File: src/rtl/alu_sequencer_pkg.sv
// Shared constants for the ALU sequencer: widths, ALU op-codes and FSM state encoding.
// Imported by the sequencer top and the alu32 datapath.
package alu_sequencer_pkg;

  localparam int REG_IDX_W = 3;
  localparam int DATA_W    = 32;

  localparam logic [2:0] OP_AND = 3'b000;
  localparam logic [2:0] OP_OR  = 3'b001;
  localparam logic [2:0] OP_ADD = 3'b010;
  localparam logic [2:0] OP_XOR = 3'b011;
  localparam logic [2:0] OP_SUB = 3'b100;
  localparam logic [2:0] OP_SRA = 3'b101;
  localparam logic [2:0] OP_SLL = 3'b110;
  localparam logic [2:0] OP_NOR = 3'b111;

  typedef enum logic [1:0] {
    IDLE = 2'd0,
    EXEC = 2'd1,
    RESP = 2'd2
  } state_t;

endpackage

File: src/rtl/alu_sequencer_alu32.sv
// alu32: purely combinational 32-bit ALU, zero latency, no flow control.
// OF is ADD carry-out or SUB borrow and 0 for every other op; Z flags a zero result.
module alu32
  import alu_sequencer_pkg::*;
(
  input  logic [DATA_W-1:0] i_a,
  input  logic [DATA_W-1:0] i_b,
  input  logic [2:0]        i_op,
  output logic [DATA_W-1:0] o_r,
  output logic              o_of,
  output logic              o_z
);

  logic [DATA_W:0] w_sum;
  logic [DATA_W:0] w_diff;

  // 33-bit extension: the top bit is carry for ADD and borrow for SUB
  assign w_sum  = {1'b0, i_a} + {1'b0, i_b};
  assign w_diff = {1'b0, i_a} - {1'b0, i_b};

  always_comb begin
    o_r  = '0;
    o_of = 1'b0;
    case (i_op)
      OP_AND: o_r = i_a & i_b;
      OP_OR:  o_r = i_a | i_b;
      OP_ADD: begin
        o_r  = w_sum[DATA_W-1:0];
        o_of = w_sum[DATA_W];
      end
      OP_XOR: o_r = i_a ^ i_b;
      OP_SUB: begin
        o_r  = w_diff[DATA_W-1:0];
        o_of = w_diff[DATA_W];
      end
      OP_SRA: o_r = $signed(i_a) >>> i_b[4:0];
      OP_SLL: o_r = i_a << i_b[4:0];
      OP_NOR: o_r = ~(i_a | i_b);
      default: o_r = '0;
    endcase
  end

  assign o_z = (o_r == '0);

endmodule

File: src/rtl/alu_sequencer.sv
// Single-command ALU sequencer over an 8x32 register file; result valid 2 cycles after accept.
// Backpressure: result held stable until out_ready; no new command accepted until the cycle after that handshake.
module alu_sequencer
  import alu_sequencer_pkg::*;
#(
  parameter int NREGS = 8
) (
  input  logic                 clk,
  input  logic                 rst,
  input  logic                 in_valid,
  output logic                 in_ready,
  input  logic [2:0]           in_op,
  input  logic [REG_IDX_W-1:0] in_rd,
  input  logic [REG_IDX_W-1:0] in_rs,
  input  logic [REG_IDX_W-1:0] in_rt,
  input  logic                 in_imm_en,
  input  logic [DATA_W-1:0]    in_imm,
  output logic                 out_valid,
  input  logic                 out_ready,
  output logic [DATA_W-1:0]    out_result,
  output logic [REG_IDX_W-1:0] out_rd,
  output logic                 out_of,
  output logic                 out_z,
  input  logic [REG_IDX_W-1:0] dbg_addr,
  output logic [DATA_W-1:0]    dbg_data
);

  state_t                 r_state;
  logic [DATA_W-1:0]      r_regs [NREGS];
  logic [2:0]             r_op;
  logic [REG_IDX_W-1:0]   r_rd;
  logic [DATA_W-1:0]      r_a;
  logic [DATA_W-1:0]      r_b;
  logic [DATA_W-1:0]      r_result;
  logic                   r_of;
  logic                   r_z;

  logic [DATA_W-1:0]      w_rs_val;
  logic [DATA_W-1:0]      w_rt_val;
  logic [DATA_W-1:0]      w_alu_r;
  logic                   w_alu_of;
  logic                   w_alu_z;

  // reg[0] is hard-wired to zero on every read path
  assign w_rs_val = (in_rs == '0)    ? '0 : r_regs[in_rs];
  assign w_rt_val = (in_rt == '0)    ? '0 : r_regs[in_rt];
  assign dbg_data = (dbg_addr == '0) ? '0 : r_regs[dbg_addr];

  assign in_ready   = (r_state == IDLE) && !rst;
  assign out_valid  = (r_state == RESP);
  assign out_result = r_result;
  assign out_rd     = r_rd;
  assign out_of     = r_of;
  assign out_z      = r_z;

  alu32 u_alu (
    .i_a  (r_a),
    .i_b  (r_b),
    .i_op (r_op),
    .o_r  (w_alu_r),
    .o_of (w_alu_of),
    .o_z  (w_alu_z)
  );

  always_ff @(posedge clk) begin
    if (rst) begin
      r_state  <= IDLE;
      r_op     <= OP_AND;
      r_rd     <= '0;
      r_a      <= '0;
      r_b      <= '0;
      r_result <= '0;
      r_of     <= 1'b0;
      r_z      <= 1'b0;
      for (int i = 0; i < NREGS; i++) begin
        r_regs[i] <= '0;
      end
    end else begin
      case (r_state)
        IDLE: begin
          if (in_valid) begin
            r_op    <= in_op;
            r_rd    <= in_rd;
            r_a     <= w_rs_val;
            r_b     <= in_imm_en ? in_imm : w_rt_val;
            r_state <= EXEC;
          end
        end
        EXEC: begin
          r_result <= w_alu_r;
          r_of     <= w_alu_of;
          r_z      <= w_alu_z;
          r_state  <= RESP;
        end
        RESP: begin
          // Writeback happens only on the handshake; rd=0 still completes the response
          if (out_ready) begin
            if (r_rd != '0) begin
              r_regs[r_rd] <= r_result;
            end
            r_state <= IDLE;
          end
        end
        default: r_state <= IDLE;
      endcase
    end
  end

endmodule

File: config.mk
export PLATFORM = sky130hd
export DESIGN_NAME = alu_sequencer
export DESIGN_NICKNAME = d
export VERILOG_FILES = /design/src/rtl/alu_sequencer_pkg.sv /design/src/rtl/alu_sequencer_alu32.sv /design/src/rtl/alu_sequencer.sv
export SDC_FILE = /design/constraint.sdc
export NUM_CORES = 1
export LEC_CHECK = 0
export BUFFER_PORTS_ARGS = -buffer_cell sky130_fd_sc_hd__buf_2
export CAP_MARGIN = 15
export CORE_ASPECT_RATIO = 1.5
export CORE_MARGIN = 2
export CORE_UTILIZATION = 34
export DETAILED_ROUTE_END_ITERATION = 16
export PLACE_DENSITY = 0.51
export SETUP_SLACK_MARGIN = 0.1
export SLEW_MARGIN = 40
export SYNTH_ARGS = -nofsm -noshare
export SYNTH_HDL_FRONTEND = slang
export SYNTH_SLANG_ARGS = --single-unit
File: constraint.sdc
create_clock -name clk -period 4.9 [get_ports clk]
set_input_delay 0.49 -clock clk [delete_from_list [all_inputs] [get_ports clk]]
set_output_delay 0.49 -clock clk [all_outputs]
set_load 0.005 [all_outputs]
==> run_summary.xml, run 1 <==
<?xml version="1.0" encoding="UTF-8"?>
<metrics>
  <group name="synthesis">
    <metric name="synth_cells" unit="">3045</metric>
    <metric name="number_of_synthesized_register_bits" unit="">330</metric>
    <metric name="synth_enable_flop_cells" unit="">224</metric>
    <metric name="synth-main-ff-cell" unit="">edfxtp_1</metric>
    <metric name="yosys.area.top_type_share" unit="%">23.84</metric>
    <metric name="synth_adder_area_share" unit="%">4.754</metric>
    <metric name="yosys-mux-area-fraction" unit="%">20.61</metric>
    <metric name="synth_area_in_compound_gates" unit="%">19.17</metric>
    <metric name="asyncSetResetFlopFracSynth" unit="%">0</metric>
    <metric name="post_synth_instance_area" unit="um2">28220</metric>
    <metric name="ys.warnings.count" unit="">0</metric>
    <metric name="largest_family_of_logic_cells_by_synthesized_area" unit="">multiplexers</metric>
    <metric name="netlist.top_cell.by_area" unit="">edfxtp_1</metric>
    <metric name="synth_fp_nets" unit="">3203</metric>
    <metric name="synthSimpleGateAreaFrac" unit="%">17.18</metric>
    <metric name="yosys.area_share.xor_xnor" unit="%">0.4656</metric>
    <metric name="synth_top_cells_by_area" unit="">edfxtp_1 24%, mux4_2 12%, dfxtp_1 7.5%</metric>
    <metric name="post_synth_num_cell_types" unit="">92</metric>
    <metric name="postSynthAreaPerCell" unit="um2">9.266</metric>
    <metric name="yosysSeqAreaShare" unit="%">31.36</metric>
  </group>
  <group name="timing">
    <metric name="holdWs" unit="ns">0.1402</metric>
    <metric name="crit_share_post_route" unit="%">92.71</metric>
    <metric name="grt_setup_unrepaired" unit="">no</metric>
    <metric name="max_freq" unit="MHz">220.1</metric>
    <metric name="setup_ws" unit="ns">0.3572</metric>
    <metric name="finalMaxSlewViolations" unit="">0</metric>
    <metric name="finalSetupViolCount" unit="">0</metric>
    <metric name="layout_skew" unit="ns">0.01625</metric>
    <metric name="finalWorstPathRequiredPeriod" unit="ns">4.543</metric>
    <metric name="worst_pin_slew" unit="ns">0.8998</metric>
    <metric name="timing.setup.tns" unit="ns">0</metric>
    <metric name="finalHoldViolCount" unit="">0</metric>
    <metric name="timing.max_slew.rel_slack" unit="%">40.01</metric>
  </group>
  <group name="clocking">
    <metric name="cts-htree-levels" unit="">2</metric>
    <metric name="clock_sinks" unit="">330</metric>
    <metric name="cts_tree" unit="">built</metric>
    <metric name="clockRootBuffer" unit="">clkbuf_16</metric>
    <metric name="clock_tree.buffer_depth" unit="">3</metric>
    <metric name="worst_skew_pair.late_latency" unit="ns">0.59</metric>
    <metric name="path_clk_slew" unit="ns">0.06</metric>
    <metric name="numCtsBuffers" unit="">38</metric>
  </group>
  <group name="route">
    <metric name="routed_via_density" unit="">6.319</metric>
    <metric name="finalWirelength" unit="um">131400</metric>
    <metric name="route.antenna.remaining_nets" unit="">0</metric>
    <metric name="detailroute.via_count" unit="">26380</metric>
    <metric name="drcViolationCount" unit="">0</metric>
    <metric name="first_pass_iters" unit="">7</metric>
    <metric name="route.detailed.wl_per_inst" unit="um">31.49</metric>
    <metric name="drt-initial-drc-count" unit="">2374</metric>
  </group>
  <group name="floorplan">
    <metric name="die_outline_height" unit="um">356.8</metric>
    <metric name="starting_utilization_of_the_core_area" unit="%">34.28</metric>
    <metric name="floorplan.core_area" unit="um2">82320</metric>
    <metric name="pin_count" unit="">123</metric>
    <metric name="die_width" unit="um">239.2</metric>
    <metric name="row_count" unit="">129</metric>
    <metric name="dieArea" unit="um2">85350</metric>
  </group>
  <group name="global_routing">
    <metric name="grt_overflow" unit="">0</metric>
    <metric name="grt_max_degree" unit="">67</metric>
    <metric name="vias_in_the_first_global_route" unit="">26110</metric>
    <metric name="global_route_wire_length_before_repair" unit="um">187700</metric>
    <metric name="antenna_found_initial" unit="">1</metric>
    <metric name="grt_usage" unit="%">30.24</metric>
  </group>
  <group name="final_layout">
    <metric name="final_util" unit="%">38.54</metric>
    <metric name="fillerInstances" unit="">8286</metric>
    <metric name="multi_input_area" unit="um2">17700</metric>
    <metric name="num_antenna_cells" unit="">0</metric>
    <metric name="storage_element_area" unit="um2">8865</metric>
    <metric name="num-nets-final" unit="">3255</metric>
    <metric name="layout-drive-gt1-share" unit="%">22.36</metric>
    <metric name="syn2layout_area_growth" unit="%">12.43</metric>
  </group>
  <group name="critical_path">
    <metric name="worst-setup-path-type" unit="">register to register</metric>
    <metric name="r2r.worst_path.cells" unit="">14</metric>
    <metric name="worstPathRequired" unit="ns">5.41</metric>
    <metric name="slowest_stage_cell_crit_path" unit="">a211oi_4</metric>
    <metric name="start_kind" unit="">register</metric>
    <metric name="crit_path_start" unit="">r_a[0]</metric>
    <metric name="cp_max_fo" unit="">9</metric>
    <metric name="path_cells" unit="">ha_1 -&gt; inv_1 -&gt; fa_1 -&gt; nor2b_1 -&gt; o2111ai_1 -&gt; a211oi_4 -&gt; o31ai_1 -&gt; a2111oi_0 -&gt; mux2_2 -&gt; nor2_1 -&gt; nor4_1 -&gt; and4_1 -&gt; nand4_1 -&gt; o21ai_1</metric>
    <metric name="crit_arrival" unit="ns">5.06</metric>
    <metric name="end_kind" unit="">register</metric>
    <metric name="launch_instance_of_the_worst_register_to_register_path" unit="">r_a[0]</metric>
    <metric name="worst_path_largest_cell_delay" unit="ns">0.51</metric>
  </group>
  <group name="pwr">
    <metric name="ir_drop" unit="mV">0.2203</metric>
    <metric name="power_density" unit="nW/um2">283.4</metric>
    <metric name="leakagePower" unit="nW">11.70</metric>
  </group>
  <group name="min_path">
    <metric name="hold_path.startpoint" unit="">in_rd[0]</metric>
    <metric name="hold_path_depth" unit="">3</metric>
    <metric name="worstHoldPathType" unit="">input pin to register</metric>
  </group>
  <group name="run">
    <metric name="cap_viol_max_count" unit="">0</metric>
  </group>
  <group name="run_status">
    <metric name="outcome" unit="">complete, no violations</metric>
  </group>
  <group name="placed_design">
    <metric name="dp_hpwl" unit="um">95200</metric>
    <metric name="port_buffers" unit="">122</metric>
    <metric name="globalplace.congestion" unit="">1.058</metric>
    <metric name="dpl_worst_slack" unit="ns">0.4207</metric>
  </group>
</metrics>
[cells by family (layout without fill, tap and decap cells)]
kind of cell	Yosys count	count (layout)
buf+inv	420	501
compound gates	817	817
flops	330	330
simple gates	997	997
mux	360	360
xor+xnor	15	15
fa+ha+maj	106	106
[area by class of cell]
| cell class | count | area share [%] |
|---|---|---|
| clock buffers | 57 | 3.577 |
| clock inverters | 12 | 0.5759 |
| inverters | 136 | 1.609 |
| multi-input cells | 2295 | 55.80 |
| flip-flops and latches | 330 | 27.95 |
| well taps | 1048 | 4.134 |
| repair buffers | 296 | 6.362 |
[power by group]
| part | total (mW) | switching, mW | internal (mW) |
|---|---|---|---|
| clock | 3.08 | 1.30 | 1.78 |
| sequential | 3.24 | 0.151 | 3.09 |
| combinational | 2.66 | 1.70 | 0.958 |
[metal layers]
layer	vias to the layer above	share of wire, %	track usage [%]
met3	400	6.7	3.982
met2	1402	49	52.58
met1	13120	37	34.94
li1	11460	-	-
met5	-	0	0
met4	0	7.6	19.50
[cell usage in the layout, fill, tap and decap left out, drive strengths merged, types with 66 or more instances in the layout]
master,instances
a211oi,91
a21oi,260
a22oi,70
and2,232
buf,296
dfxtp,106
edfxtp,224
ha,104
inv,138
mux2,133
mux2i,66
mux4,161
nand2,301
nor2,234
o21ai,138
[cells in the mapped netlist (all sizes together), types with 11 or more instances]
master / instances
a211oi: 91
a21oi: 260
a221oi: 36
a22oi: 70
a31oi: 17
and2: 232
and3: 11
buf: 99
clkbuf: 185
dfxtp: 106
edfxtp: 224
ha: 104
inv: 134
mux2: 133
mux2i: 66
mux4: 161
nand2: 301
nand2b: 27
nand3: 39
nand4: 19
nor2: 234
nor2b: 18
nor3: 54
nor4: 19
o211ai: 24
o21ai: 138
o221ai: 18
o22ai: 14
o31ai: 13
or2: 11
or3: 12
xnor2: 13
[worst max-delay path, delay by kind of cell (launching register included)]
kind	cells	cell delay, ns
AOI/OAI and AO/OA	5	1.62
adders and majority gates	2	0.74
buffers and inverters	1	0.09
DFF	1	0.47
muxes	1	0.24
and+or+nand+nor	5	1.32
[flip-flops by register name, summed over array words and instances, names as in the netlist]
signal	cells
r_a	32
out_of	1
r_b	32
r_op	3
out_result	32
out_rd	3
out_z	1
r_regs	224
r_state	2
[repair_timing]
| action | in CTS | in global routing |
|---|---|---|
| resized for setup | 0 | 1 |
| endpoints found under the setup margin | 0 | 1 |
| hold endpoints to repair | 0 | 0 |
| hold buffers | 0 | 0 |
| setup buffers | 0 | 0 |
[stage by stage]
step | power [mW] | area, um2 | std cells
after floorplan | 4.870 | 28220 | 3045
after global placement | 5.879 | 30370 | 4105
after detailed placement | 5.880 | 30380 | 4105
after CTS | 8.976 | 31690 | 4174
after global routing | 9.274 | 31720 | 4174
final | 8.990 | 31720 | 4174
[path summary, 6_finish.rpt]
| path | to | slack [ns] |
|---|---|---|
| worst min-delay path | out_rd[0] | 0.14 |
| worst max-delay path | out_z | 0.36 |
| worst max register to register | out_z | 0.36 |
| worst min register to register | out_z | 0.49 |
(Power assumes the default switching activity.)
==> run 2, diff against run 1 <==
--- a/config.mk
+++ b/config.mk
@@ -8,7 +8,6 @@
 export BUFFER_PORTS_ARGS = -buffer_cell sky130_fd_sc_hd__buf_2
 export CAP_MARGIN = 15
 export CORE_ASPECT_RATIO = 1.5
-export CORE_MARGIN = 2
 export CORE_UTILIZATION = 34
 export DETAILED_ROUTE_END_ITERATION = 16
 export PLACE_DENSITY = 0.51
==> run 2 against run 1 <==
Effect of this change: sequential share of layout area increased by 0.095 points; clock power decreased by 5%; wire length increased by 0.17%; largest power group unchanged; critical endpoint unchanged; largest cell class unchanged; critical path type unchanged; setup slack got worse by 0.10 ns; utilization decreased by 0.13 points.
==> run_summary.xml, run 2 (synthesis gave the netlist of run 1 again) <==
<?xml version="1.0" encoding="UTF-8"?>
<metrics>
  <group name="run_status">
    <metric name="outcome" unit="">complete, no violations</metric>
  </group>
  <group name="final_layout">
    <metric name="num_antenna_cells" unit="">0</metric>
    <metric name="layout.cells.most_common_list" unit="">300 x nand2_1, 260 x a21oi_1, 231 x and2_1, 225 x nor2_1, 224 x edfxtp_1</metric>
    <metric name="largest_register_ff_count" unit="">224</metric>
    <metric name="mostFrequentLayoutCell" unit="">nand2_1</metric>
    <metric name="num-nets-final" unit="">3247</metric>
    <metric name="syn2layout_area_growth" unit="%">12.04</metric>
    <metric name="layout-drive-gt1-share" unit="%">21.98</metric>
    <metric name="largest-register" unit="">r_regs</metric>
    <metric name="final_util" unit="%">38.41</metric>
  </group>
  <group name="critical_path">
    <metric name="path_cells" unit="">ha_1 -&gt; inv_1 -&gt; fa_1 -&gt; nor2b_1 -&gt; o2111ai_1 -&gt; a211oi_4 -&gt; o31ai_1 -&gt; a2111oi_0 -&gt; mux2_2 -&gt; nor2_1 -&gt; nor4_2 -&gt; and4_1 -&gt; nand4_1 -&gt; o21ai_1</metric>
    <metric name="slowest_stage_cell_crit_path" unit="">a2111oi_0</metric>
    <metric name="worst_path_largest_cell_delay" unit="ns">0.63</metric>
    <metric name="worst-setup-path-type" unit="">register to register</metric>
    <metric name="worstPathRequired" unit="ns">5.44</metric>
    <metric name="start_kind" unit="">register</metric>
    <metric name="crit_arrival" unit="ns">5.18</metric>
    <metric name="end_kind" unit="">register</metric>
    <metric name="cp_max_fo" unit="">5</metric>
  </group>
  <group name="placed_design">
    <metric name="port_buffers" unit="">122</metric>
    <metric name="dp_hpwl" unit="um">94970</metric>
    <metric name="globalplace.congestion" unit="">1.010</metric>
  </group>
  <group name="pwr">
    <metric name="cell_internal_pwr" unit="mW">5.671</metric>
    <metric name="total_power" unit="mW">8.810</metric>
    <metric name="clock_power_share" unit="%">33.2</metric>
    <metric name="power_density" unit="nW/um2">278.7</metric>
    <metric name="comb_power_share" unit="%">30.0</metric>
    <metric name="sequentialPowerShare" unit="%">36.8</metric>
    <metric name="total_switching_power" unit="mW">3.138</metric>
    <metric name="power_switching_share" unit="%">35.62</metric>
    <metric name="ir_drop" unit="mV">0.2425</metric>
    <metric name="leakagePower" unit="nW">11.63</metric>
  </group>
  <group name="route">
    <metric name="drcViolationCount" unit="">0</metric>
    <metric name="drt-initial-drc-count" unit="">2737</metric>
    <metric name="route.detailed.wl_per_inst" unit="um">31.61</metric>
    <metric name="route.antenna.remaining_nets" unit="">0</metric>
    <metric name="finalWirelength" unit="um">131700</metric>
    <metric name="first_pass_iters" unit="">5</metric>
    <metric name="detailroute.via_count" unit="">26390</metric>
    <metric name="routed_via_density" unit="">6.337</metric>
  </group>
  <group name="min_path">
    <metric name="worstHoldPathType" unit="">input pin to register</metric>
  </group>
  <group name="clocking">
    <metric name="clock_tree.buffer_depth" unit="">3</metric>
    <metric name="path_clk_slew" unit="ns">0.07</metric>
    <metric name="cts_hold_buffers" unit="">0</metric>
    <metric name="worst_skew_pair.late_latency" unit="ns">0.61</metric>
    <metric name="numCtsBuffers" unit="">38</metric>
    <metric name="clock_sinks" unit="">330</metric>
    <metric name="cts-htree-levels" unit="">2</metric>
    <metric name="clockRootBuffer" unit="">clkbuf_16</metric>
    <metric name="cts_tree" unit="">built</metric>
  </group>
  <group name="floorplan">
    <metric name="pin_count" unit="">123</metric>
    <metric name="die_outline_height" unit="um">354.8</metric>
    <metric name="floorplan.core_area" unit="um2">82320</metric>
    <metric name="die_width" unit="um">237.2</metric>
    <metric name="row_count" unit="">129</metric>
    <metric name="starting_utilization_of_the_core_area" unit="%">34.28</metric>
    <metric name="dieArea" unit="um2">84170</metric>
  </group>
  <group name="timing">
    <metric name="holdWs" unit="ns">0.1258</metric>
    <metric name="layout_skew" unit="ns">0.03258</metric>
    <metric name="finalSetupViolCount" unit="">0</metric>
    <metric name="timing.setup.tns" unit="ns">0</metric>
    <metric name="timing.max_slew.rel_slack" unit="%">41.38</metric>
    <metric name="finalWorstPathRequiredPeriod" unit="ns">4.643</metric>
    <metric name="grt_setup_unrepaired" unit="">no</metric>
    <metric name="max_freq" unit="MHz">215.4</metric>
    <metric name="finalMaxSlewViolations" unit="">0</metric>
    <metric name="crit_share_post_route" unit="%">94.75</metric>
    <metric name="worst_pin_slew" unit="ns">0.8752</metric>
    <metric name="finalHoldViolCount" unit="">0</metric>
  </group>
  <group name="run">
    <metric name="cap_viol_max_count" unit="">0</metric>
  </group>
  <group name="global_routing">
    <metric name="grt_max_degree" unit="">101</metric>
    <metric name="antenna_found_initial" unit="">5</metric>
    <metric name="grt_usage" unit="%">30.61</metric>
    <metric name="global_route_wire_length_before_repair" unit="um">188600</metric>
    <metric name="vias_in_the_first_global_route" unit="">26090</metric>
    <metric name="grt_overflow" unit="">0</metric>
  </group>
</metrics>
==> run 2: cell count changes in the layout (fill, tap and decap cells not counted), sizes merged <==
| cell | delta |
|---|---|
| inv | -1 |
| clkbuf | -7 |
| buf | -8 |
| clkinvlp | +1 |
| clkinv | +6 |
==> run 2: per-stage QoR <==
stage,worst slack [ns],std cells,instance area (um2)
global route,0.1466,4165,31610
floorplan,0.7054,3045,28220
detailed placement,0.1759,4097,30370
CTS,0.1279,4165,31590
finish,0.2571,4165,31610
global placement,0.3222,4097,30360
==> run 2: final timing paths <==
kind                 start         to  slack [ns]  cells past startpoint
hold / removal    in_rd[2]  out_rd[2]        0.13                      3
hold reg to reg    r_a[25]    r_a[25]        0.48                      2
setup reg to reg    r_a[0]      out_z        0.26                     14
setup / recovery    r_a[0]      out_z        0.26                     14
==> run 2: final cells by class <==
| class | count | area [um2] |
|---|---|---|
| Sequential cell | 330 | 8865 |
| Multi-Input combinational cell | 2295 | 17700 |
| Timing Repair Buffer | 288 | 2008 |
| Clock inverter | 18 | 211.5 |
| Fill cell | 8296 | 50700 |
| Clock buffer | 50 | 1006 |
| Tap cell | 1048 | 1311 |
| Inverter | 136 | 510.5 |
==> run 2: critical path: cells and delay by family, from the launching register on <==
| family | cells | cell delay, ns |
|---|---|---|
| buf+inv | 1 | 0.08 |
| flops | 1 | 0.41 |
| fa+ha+maj | 2 | 0.69 |
| mux | 1 | 0.27 |
| compound gates | 5 | 1.79 |
| simple gates | 5 | 1.34 |
==> run 2: power by group through the flow <==
| stage | Clock (mW) | Sequential, mW | Combinational (mW) |
|---|---|---|---|
| floorplan | 0 | 3.23 | 1.64 |
| global placement | 0 | 3.29 | 2.59 |
| detailed placement | 0 | 3.30 | 2.58 |
| CTS | 2.97 | 3.24 | 2.59 |
| global route | 3.06 | 3.26 | 2.77 |
| finish | 2.92 | 3.24 | 2.64 |
==> run 2: routing by layer <==
metal | global-route usage (%) | share of wire, %
met5 | 0 | 0.022
met4 | 17.01 | 6.5
met3 | 3.405 | 6.5
met2 | 53.93 | 50
met1 | 36.14 | 37
==> run 2: what timing repair did <==
action | CTS | global route
setup buffers | 0 | 0
setup endpoints to repair | 0 | 1
resized for setup | 0 | 2
